$ cat src/rtl/dcache_ctrl_if.sv
// CPU-side and RAM-side signal bundle for the data cache controller.
// slave is the controller's view; master is the CPU/RAM environment's view.
interface dcache_ctrl_if;
    // cpu_req is held with cpu_we/cpu_addr/cpu_din stable until the single-cycle
    // cpu_ack strobe; cpu_dout is meaningful only while cpu_ack is high.
    logic        cpu_req;
    logic        cpu_we;
    logic [31:0] cpu_addr;
    logic [31:0] cpu_din;
    logic [31:0] cpu_dout;
    logic        cpu_ack;
    logic        mem_we;
    logic [31:0] mem_addr;
    logic [31:0] mem_din;
    logic [31:0] mem_dout;
    logic [31:0] hit_cnt;
    logic [31:0] miss_cnt;

    modport slave (
        input  cpu_req, cpu_we, cpu_addr, cpu_din, mem_dout,
        output cpu_dout, cpu_ack, mem_we, mem_addr, mem_din, hit_cnt, miss_cnt
    );

    modport master (
        output cpu_req, cpu_we, cpu_addr, cpu_din, mem_dout,
        input  cpu_dout, cpu_ack, mem_we, mem_addr, mem_din, hit_cnt, miss_cnt
    );
endinterface

$ cat src/rtl/dcache_ctrl.sv
// Direct-mapped, write-back, one-word-per-line data cache controller with
// hit/miss statistics. Hits complete in the request cycle; misses sequence WB/FILL/REFILL.
module dcache_ctrl #(
    parameter int INDEX_WIDTH = 3
) (
    input  logic         clk,
    input  logic         rst,
    dcache_ctrl_if.slave bus,
    output logic [1:0]   dbg_state
);
    localparam int LINES = 2 ** INDEX_WIDTH;
    localparam int TAG_W = 32 - INDEX_WIDTH;

    typedef enum logic [1:0] {
        IDLE   = 2'd0,
        WB     = 2'd1,
        FILL   = 2'd2,
        REFILL = 2'd3
    } state_t;

    state_t             state_q, state_d;
    logic [LINES-1:0]   valid_q, dirty_q;
    logic [TAG_W-1:0]   tag_q  [LINES];
    logic [31:0]        data_q [LINES];
    logic [31:0]        hit_cnt_q, miss_cnt_q;

    logic [INDEX_WIDTH-1:0] idx;
    logic [TAG_W-1:0]       req_tag;
    logic                   hit;
    logic                   hit_inc, miss_inc;
    logic                   line_wr, line_dirty;
    logic [31:0]            line_data;

    assign idx     = bus.cpu_addr[INDEX_WIDTH-1:0];
    assign req_tag = bus.cpu_addr[31:INDEX_WIDTH];
    assign hit     = bus.cpu_req & valid_q[idx] & (tag_q[idx] == req_tag);

    assign dbg_state    = state_q;
    assign bus.hit_cnt  = hit_cnt_q;
    assign bus.miss_cnt = miss_cnt_q;

    always_comb begin
        state_d      = state_q;
        bus.cpu_ack  = 1'b0;
        bus.cpu_dout = 32'd0;
        bus.mem_we   = 1'b0;
        bus.mem_addr = 32'd0;
        bus.mem_din  = 32'd0;
        hit_inc      = 1'b0;
        miss_inc     = 1'b0;
        line_wr      = 1'b0;
        line_dirty   = 1'b0;
        line_data    = 32'd0;
        unique case (state_q)
            IDLE: begin
                if (hit) begin
                    bus.cpu_ack = 1'b1;
                    hit_inc     = 1'b1;
                    if (bus.cpu_we) begin
                        line_wr    = 1'b1;
                        line_dirty = 1'b1;
                        line_data  = bus.cpu_din;
                    end else begin
                        bus.cpu_dout = data_q[idx];
                    end
                end else if (bus.cpu_req) begin
                    state_d = (valid_q[idx] && dirty_q[idx]) ? WB : FILL;
                end
            end
            WB: begin
                bus.mem_we   = 1'b1;
                bus.mem_addr = {tag_q[idx], idx};
                bus.mem_din  = data_q[idx];
                state_d      = FILL;
            end
            FILL: begin
                bus.mem_addr = bus.cpu_addr;
                state_d      = REFILL;
            end
            REFILL: begin
                // RAM data for the address issued in FILL is available now.
                bus.mem_addr = bus.cpu_addr;
                bus.cpu_ack  = 1'b1;
                miss_inc     = 1'b1;
                line_wr      = 1'b1;
                if (bus.cpu_we) begin
                    line_dirty = 1'b1;
                    line_data  = bus.cpu_din;
                end else begin
                    line_data    = bus.mem_dout;
                    bus.cpu_dout = bus.mem_dout;
                end
                state_d = IDLE;
            end
            default: state_d = IDLE;
        endcase
    end

    always_ff @(posedge clk or posedge rst) begin
        if (rst) begin
            state_q    <= IDLE;
            valid_q    <= '0;
            dirty_q    <= '0;
            hit_cnt_q  <= 32'd0;
            miss_cnt_q <= 32'd0;
        end else begin
            state_q <= state_d;
            if (line_wr) begin
                valid_q[idx] <= 1'b1;
                dirty_q[idx] <= line_dirty;
            end
            if (hit_inc)  hit_cnt_q  <= hit_cnt_q + 32'd1;
            if (miss_inc) miss_cnt_q <= miss_cnt_q + 32'd1;
        end
    end

    // Tag/data contents are qualified by valid, so they carry no reset.
    always_ff @(posedge clk) begin
        if (line_wr) begin
            tag_q[idx]  <= req_tag;
            data_q[idx] <= line_data;
        end
    end
endmodule
$ cat src/flat_wrapper.sv
// flat-port wrapper written by rule: the top's interface ports become plain ports
module dcache_ctrl_flat 
#(
    parameter int INDEX_WIDTH = 3
)
  (clk, rst, dbg_state, bus_cpu_req, bus_cpu_we, bus_cpu_addr, bus_cpu_din, bus_mem_dout, bus_cpu_dout, bus_cpu_ack, bus_mem_we, bus_mem_addr, bus_mem_din, bus_hit_cnt, bus_miss_cnt);
  dcache_ctrl_if bus_i ();
  input  logic clk;
  input  logic rst;
  output logic [1:0] dbg_state;
  input wire logic [$bits(bus_i.cpu_req)-1:0] bus_cpu_req;
  input wire logic [$bits(bus_i.cpu_we)-1:0] bus_cpu_we;
  input wire logic [$bits(bus_i.cpu_addr)-1:0] bus_cpu_addr;
  input wire logic [$bits(bus_i.cpu_din)-1:0] bus_cpu_din;
  input wire logic [$bits(bus_i.mem_dout)-1:0] bus_mem_dout;
  output wire logic [$bits(bus_i.cpu_dout)-1:0] bus_cpu_dout;
  output wire logic [$bits(bus_i.cpu_ack)-1:0] bus_cpu_ack;
  output wire logic [$bits(bus_i.mem_we)-1:0] bus_mem_we;
  output wire logic [$bits(bus_i.mem_addr)-1:0] bus_mem_addr;
  output wire logic [$bits(bus_i.mem_din)-1:0] bus_mem_din;
  output wire logic [$bits(bus_i.hit_cnt)-1:0] bus_hit_cnt;
  output wire logic [$bits(bus_i.miss_cnt)-1:0] bus_miss_cnt;
  assign bus_i.cpu_req = bus_cpu_req;
  assign bus_i.cpu_we = bus_cpu_we;
  assign bus_i.cpu_addr = bus_cpu_addr;
  assign bus_i.cpu_din = bus_cpu_din;
  assign bus_i.mem_dout = bus_mem_dout;
  assign bus_cpu_dout = bus_i.cpu_dout;
  assign bus_cpu_ack = bus_i.cpu_ack;
  assign bus_mem_we = bus_i.mem_we;
  assign bus_mem_addr = bus_i.mem_addr;
  assign bus_mem_din = bus_i.mem_din;
  assign bus_hit_cnt = bus_i.hit_cnt;
  assign bus_miss_cnt = bus_i.miss_cnt;
  dcache_ctrl #(.INDEX_WIDTH(INDEX_WIDTH)) u_core (.clk(clk), .rst(rst), .bus(bus_i), .dbg_state(dbg_state));
endmodule
$ cat config.mk
export PLATFORM = sky130hd
export DESIGN_NAME = dcache_ctrl_flat
export DESIGN_NICKNAME = d
export VERILOG_FILES = /design/src/rtl/dcache_ctrl_if.sv /design/src/rtl/dcache_ctrl.sv /design/src/flat_wrapper.sv
export SDC_FILE = /design/constraint.sdc
export NUM_CORES = 1
export LEC_CHECK = 0
export BUFFER_PORTS_ARGS = -buffer_cell sky130_fd_sc_hd__buf_2
export CORE_MARGIN = 2
export CORE_UTILIZATION = 45
export CTS_BUF_LIST = sky130_fd_sc_hd__clkbuf_8 sky130_fd_sc_hd__clkbuf_16
export DETAILED_ROUTE_END_ITERATION = 6
export SLEW_MARGIN = 10
export SYNTH_ARGS = -nofsm -noshare
export SYNTH_HDL_FRONTEND = slang
export SYNTH_SLANG_ARGS = --single-unit
$ cat constraint.sdc
create_clock -name clk -period 8.2 [get_ports clk]
set_clock_uncertainty 0.15 [all_clocks]
set_input_delay 1.64 -clock clk [delete_from_list [all_inputs] [get_ports clk]]
set_output_delay 1.64 -clock clk [all_outputs]
set_load 0.01 [all_outputs]
## Word-level counts from Yosys, hierarchy flattened

Memories as Yosys holds them, arrays and structs flattened.
Cells that the tools add are included.

- Memory bits (writable): 488
- Register bits after elaboration: 82
- Memories kept: 2
- Output and inout port bits: 164

Memory list:

| memory | depth | bits a word | rd ports | clocked after memory_dff | wr ports | RTL line | text |
|---|---|---|---|---|---|---|---|
| u_core.data_q | 8 | 32 | 1 | 0 | 1 | dcache_ctrl.sv:24 | `logic [31:0] data_q [LINES];` |
| u_core.tag_q | 8 | 29 | 1 | 0 | 1 | dcache_ctrl.sv:23 | `logic [TAG_W-1:0] tag_q [LINES];` |

- Muxes and demuxes: 32
- Order comparisons: 2
- Add/subtract/negate cells: 2
- Reductions and logical operators: 5
- Bitwise gates (word level): 3
- Equal/unequal tests: 6

Operators with widths:

| cell | count |
|---|---|
| 32-bit two-way mux | 7 |
| 32-bit case mux with 2 select lines | 3 |
| 32-bit by 1-bit adder with 32-bit output (second input constant) | 2 |
| 29-bit == test | 1 |
| 1-bit two-way mux | 11 |
| 8-bit bitwise mux | 1 |
| 8-bit bitwise OR | 1 |
| 2-bit case mux with 4 select lines | 1 |
| 1-bit binary-select mux with 3-bit select | 2 |
| 2-bit two-way mux | 3 |
| 1-bit case mux with 2 select lines | 3 |
| 2-bit == test (second input constant) | 2 |
| 3-bit by 4-bit < comparator with 1-bit output (second input constant) | 1 |
| 2-bit inequality test (second input constant) | 2 |
| 1-bit demux with 3-bit select | 1 |
| 3-bit by 1-bit >= comparator with 1-bit output (second input constant) | 1 |
| 1-bit bitwise AND | 2 |
| 2-bit by 1-bit == test with 1-bit output (second input constant) | 1 |
| 1-bit logical AND | 2 |
| 2-bit zero test | 1 |
| 2-bit AND reduction | 1 |
| 2-bit OR reduction | 1 |

## Longest topological paths before layout

- Depth in word-level cells: 8
- Mapped depth: 15

## Worst setup path before layout

OpenSTA, ideal clock, no wires.

- Kind: input to register
- Start: input bus_cpu_addr[0]
- End: memory u_core.data_q[1][0] (enable)
- Slack: -0.617 ns
- Data arrival time: 8.112 ns
- Stages: 11
- Data required time: 7.495 ns
- Library setup time: 0.555 ns
- Cell sequence: buf_6 -> buf_6 -> buf_4 -> mux2_2 -> o22ai_1 -> nor3_1 -> nand4b_1 -> or4_4 -> nor4_4 -> a21oi_1 -> nor3_1

- Word-level cells in the longest chain between the ends: 8

Ends and longest elaborated chain:

| item | RTL line | text |
|---|---|---|
| start: declaration | flat_wrapper.sv:13 | `input wire logic [$bits(bus_i.cpu_addr)-1:0] bus_cpu_addr;` |
| parallel branches: the longest is 8 deep, another holds memory read 8 x 29 bit | -- |  |
| end: declaration | dcache_ctrl.sv:24 |  |

Parallel ways; which one is timed is not known. The select of a mux whose other input is x is not followed.

## Worst setup path after layout

- Start: input bus_cpu_addr[0]
- End: output bus_cpu_dout[7]

- Word-level cells in the longest chain between the ends: 6

Ends and longest elaborated chain:

| item | RTL line | text |
|---|---|---|
| parallel branches: the longest is 4 deep, another holds memory read 8 x 29 bit | -- |  |
| 32-bit two-way mux (*) | dcache_ctrl.sv:56 | `if (hit) begin` |
| 32-bit case mux with 2 select lines (*) | dcache_ctrl.sv:54 | `unique case (state_q)` |
| end: declaration | flat_wrapper.sv:16 | `output wire logic [$bits(bus_i.cpu_dout)-1:0] bus_cpu_dout;` |

Every way passes the cells marked *. The select of a mux whose other input is x is not followed.

==> run metrics <==
number of design-rule violations left by the first detailed-router iteration around 1.3k; final instance count without filler cells 2549; pin count of the biggest net entering global routing just over 80; combinational family with the most area after synthesis compound AO/OA/AOI/OAI gates; remaining design rule violation count 0; Cell Count Post-Placement around 2.4k; EDFF count, synth slightly below 500; Pwr Density 270.1 nW/um2; Die ar. approximately 54000 um2; post-synthesis sequential element count 570; count of port buffers added during placement roughly 260; post-synthesis simple-gate area fraction around 7.9%; share of the synthesized area in compound gates (AO/OA/AOI/OAI) 8.128%; Final Wtd Congestion around 0.75; switching part of the total power around 28%; leakage ~0.010 uW; distinct cell type count of the synthesized netlist 54; cell seen most often among critical-path stages buf_4; clock latency on the worst-skew pair between 0.6 and 0.7 ns; series of cell instances along the critical path buf_6 > buf_4 > buf_4 > nor3b_2 > a22oi_1 > o211ai_1 > xnor2_1 > nand4_1 > nor4_4 > nand2_1 > buf_4 > o21ai_0 > buf_2; cell count after synthesis 1543; final-layout setup total negative slack 0 ns; async set-reset flop share out of synthesis ~14%; Max Buffers Root-to-Sink 3; count of pins over their slew limit 0; Post-Route WL 59760 um; Worst Tran Pin Value ~1.1 ns; number of sinks driven by the clock tree 570; total number of vias approximately 15k; cell chosen for the clock root clkbuf_16; total buffers and inverters traversed by the critical path 5; final net count 1923; top flip-flop cell by instance count after synthesis edfxtp_1; detailed-placement wirelength estimate 34590 um; slowest stage delay, CP 0.54 ns; total routing resource utilization after global routing between 20% and 30%; layout cells sized above 1 27.01%; mux share of post-synthesis cell area under 10%; final hold violations 0; Rows 83; met1 Usage GRT between 30% and 40%; first-pass GRT wire length 88500 um; worst endpoint required time approximately 6.4 ns; busiest layer in global routing met2; crit end category primary output; Critical-path top delay cell buf_4; layout-stage area growth over the synthesis result 17.15%; worst slew slack as a fraction of its limit 29.45%; clock edge transition at the registers on the reported setup and hold paths 0.06 ns; maximum resistive drop on vdd about 0.00016 V; combinational fraction of design power between 10% and 20%; number of hold buffers added after cts 0; height of the chip between 200 and 250 um; Switching Power around 2100 uW; fraction of the mapped netlist area in adder cells less than 1%; postcts setup bufs 0; via count of the first global-routing pass around 14k; most common library cell in the layout ignoring fill and taps edfxtp_1; xor-xnor portion of the synthesized cell area 2.819%; TritonCTS clock tree yes; worst path setup slack after routing roughly 1.2 ns; area of all sequential standard cells around 17000 um2; sequential power share roughly 46%; met2 Track Usage GR between 30% and 40%; htree depth 2; grt ovf 0; kind of critical path input port to primary output; top achievable clock speed roughly 140 MHz; Setup Slack @ Placement 1.176 ns; Initial Util roughly 46%; Ports between 200 and 300; RSZ-0062 raised after global routing no; area occupied by multi-input gates roughly 6500 um2; arrival time at the worst endpoint 5.20 ns; WL per Instance 23.45 um; average vias per placed instance between 5 and 6; time the final worst path needs with I/O delays and setup 6.990 ns; launching element type of the critical path input port; period utilisation layout between 80% and 90%; family with the most delay on the worst path buffers and inverters; fraction of power consumed by the clock network between 30% and 40%; synthesized area per cell ~15 um2; Synth Net Count 1649; design internal power between 5000 and 6000 uW; top library cells by usage in the layout, fill and taps aside edfxtp_1 (488), buf_2 (262), o21ai_0 (89), dfrtp_1 (82); ANT nets after route 0; number of antenna violations at the first check in global routing 7; count of yosys warnings during synthesis 0; post-cts gate resize count 0; GR Layer Usage met3 ~3.2%; run status completed; area of the placeable core 51610 um2; post-synthesis cell area 23610 um2; chip width approximately 230 um; post-route worst hold slack roughly 0.32 ns; Max FO, Critical Path 63; final-report setup violation count 0; share of the yosys chip area belonging to registers between 70% and 80%; number of maximum-capacitance constraint violations 0; Detailed Routing Iterations Pass 1 5; filler instances roughly 4.2k; TritonCTS Buffers 58; hold crit path type flop to flop
-- through the flow --
step	instance area [um2]	power, uW	util [%]
floorplan	23610	4357	-
global placement	25790	4942	49.96
detailed placement	25790	4967	49.96
CTS	27660	7534	53.58
global route	27660	7773	53.59
finish	27660	7472	53.60
-- power by group through the flow --
| stage | clock network, uW | logic (uW) | registers, uW |
|---|---|---|---|
| 2_1_floorplan | 0 | 835 | 3520 |
| 3_3_place_gp | 0 | 1430 | 3510 |
| 3_5_place_dp | 0 | 1450 | 3520 |
| 4_1_cts | 2620 | 1450 | 3460 |
| 5_1_grt | 2740 | 1560 | 3480 |
| 6_report | 2570 | 1440 | 3460 |
-- area by class of cell --
cell class / count / area share (%)
clock inverter: 51 / 1.506
tap: 680 / 3.076
timing repair buffer: 302 / 5.930
sequential: 570 / 60.39
clock buffer: 58 / 5.247
inverter: 12 / 0.1674
multi-input combinational: 873 / 23.66
antenna: 3 / 0.02714
-- final timing paths --
check	from	endpoint	slack (ns)	cells past startpoint
max	bus_cpu_addr[0]	bus_cpu_dout[7]	1.21	13
min in group asynchronous	rst	u_core.bus.miss_cnt[4]	1.21	3
min	u_core.bus.hit_cnt[31]	u_core.bus.hit_cnt[31]	0.32	1
max in group asynchronous	rst	u_core.dirty_q[6]	6.01	3
min reg2reg	u_core.bus.hit_cnt[31]	u_core.bus.hit_cnt[31]	0.32	1
max reg2reg	u_core.tag_q[7][14]	u_core.data_q[5][31]	3.55	10
-- logic make-up after synthesis --
group           count (synthesis)
xor+xnor                       76
compound gates                290
fa+ha+maj                       6
mux                           140
simple gates                  361
flops                         570
buf+inv                       100
-- cell usage after synthesis (all sizes together) (2+ instances only) --
master	n	area (um2)
o21ai	90	450.4
xnor2	63	551.8
or2	2	12.51
buf	28	182.7
nand4	22	137.6
a211oi	2	20.02
nor4b	2	17.52
and2	12	75.08
a2bb2oi	9	78.83
or3	17	106.4
and3	28	175.2
nor2b	7	43.79
nor3	23	115.1
o22ai	30	187.7
xor2	13	113.9
and4	18	157.7
a22oi	66	495.5
nand3	35	175.2
mux4	35	788.3
clkbuf	60	225.2
inv	11	41.29
nor2	81	304.0
a21o	2	15.01
o21a	6	45.04
o21bai	5	37.54
mux2i	42	420.4
mux2	63	709.4
o21ba	3	30.03
a21oi	24	120.1
edfxtp	488	14650
dfrtp	82	2052
ha	6	75.07
a221oi	20	175.2
nand2	74	277.8
o31ai	10	75.07
a31oi	6	37.54
nand2b	35	219.0
a22o	10	87.58
a221o	3	30.03
o211ai	2	15.01
-- state kept, by name (all words and copies together), names as in the netlist --
signal               count
u_core.valid_q           8
u_core.bus.miss_cnt     32
u_core.tag_q           232
u_core.dirty_q           8
u_core.data_q          256
u_core.dbg_state         2
u_core.bus.hit_cnt      32
-- per-layer routing --
metal / vias to the layer above / wire (um)
met5: - / 15
met1: 7450 / 25800
li1: 6549 / -
met2: 505 / 28980
met4: 4 / 1467
met3: 92 / 3502
Note: power is estimated with default switching activity, not from simulation.
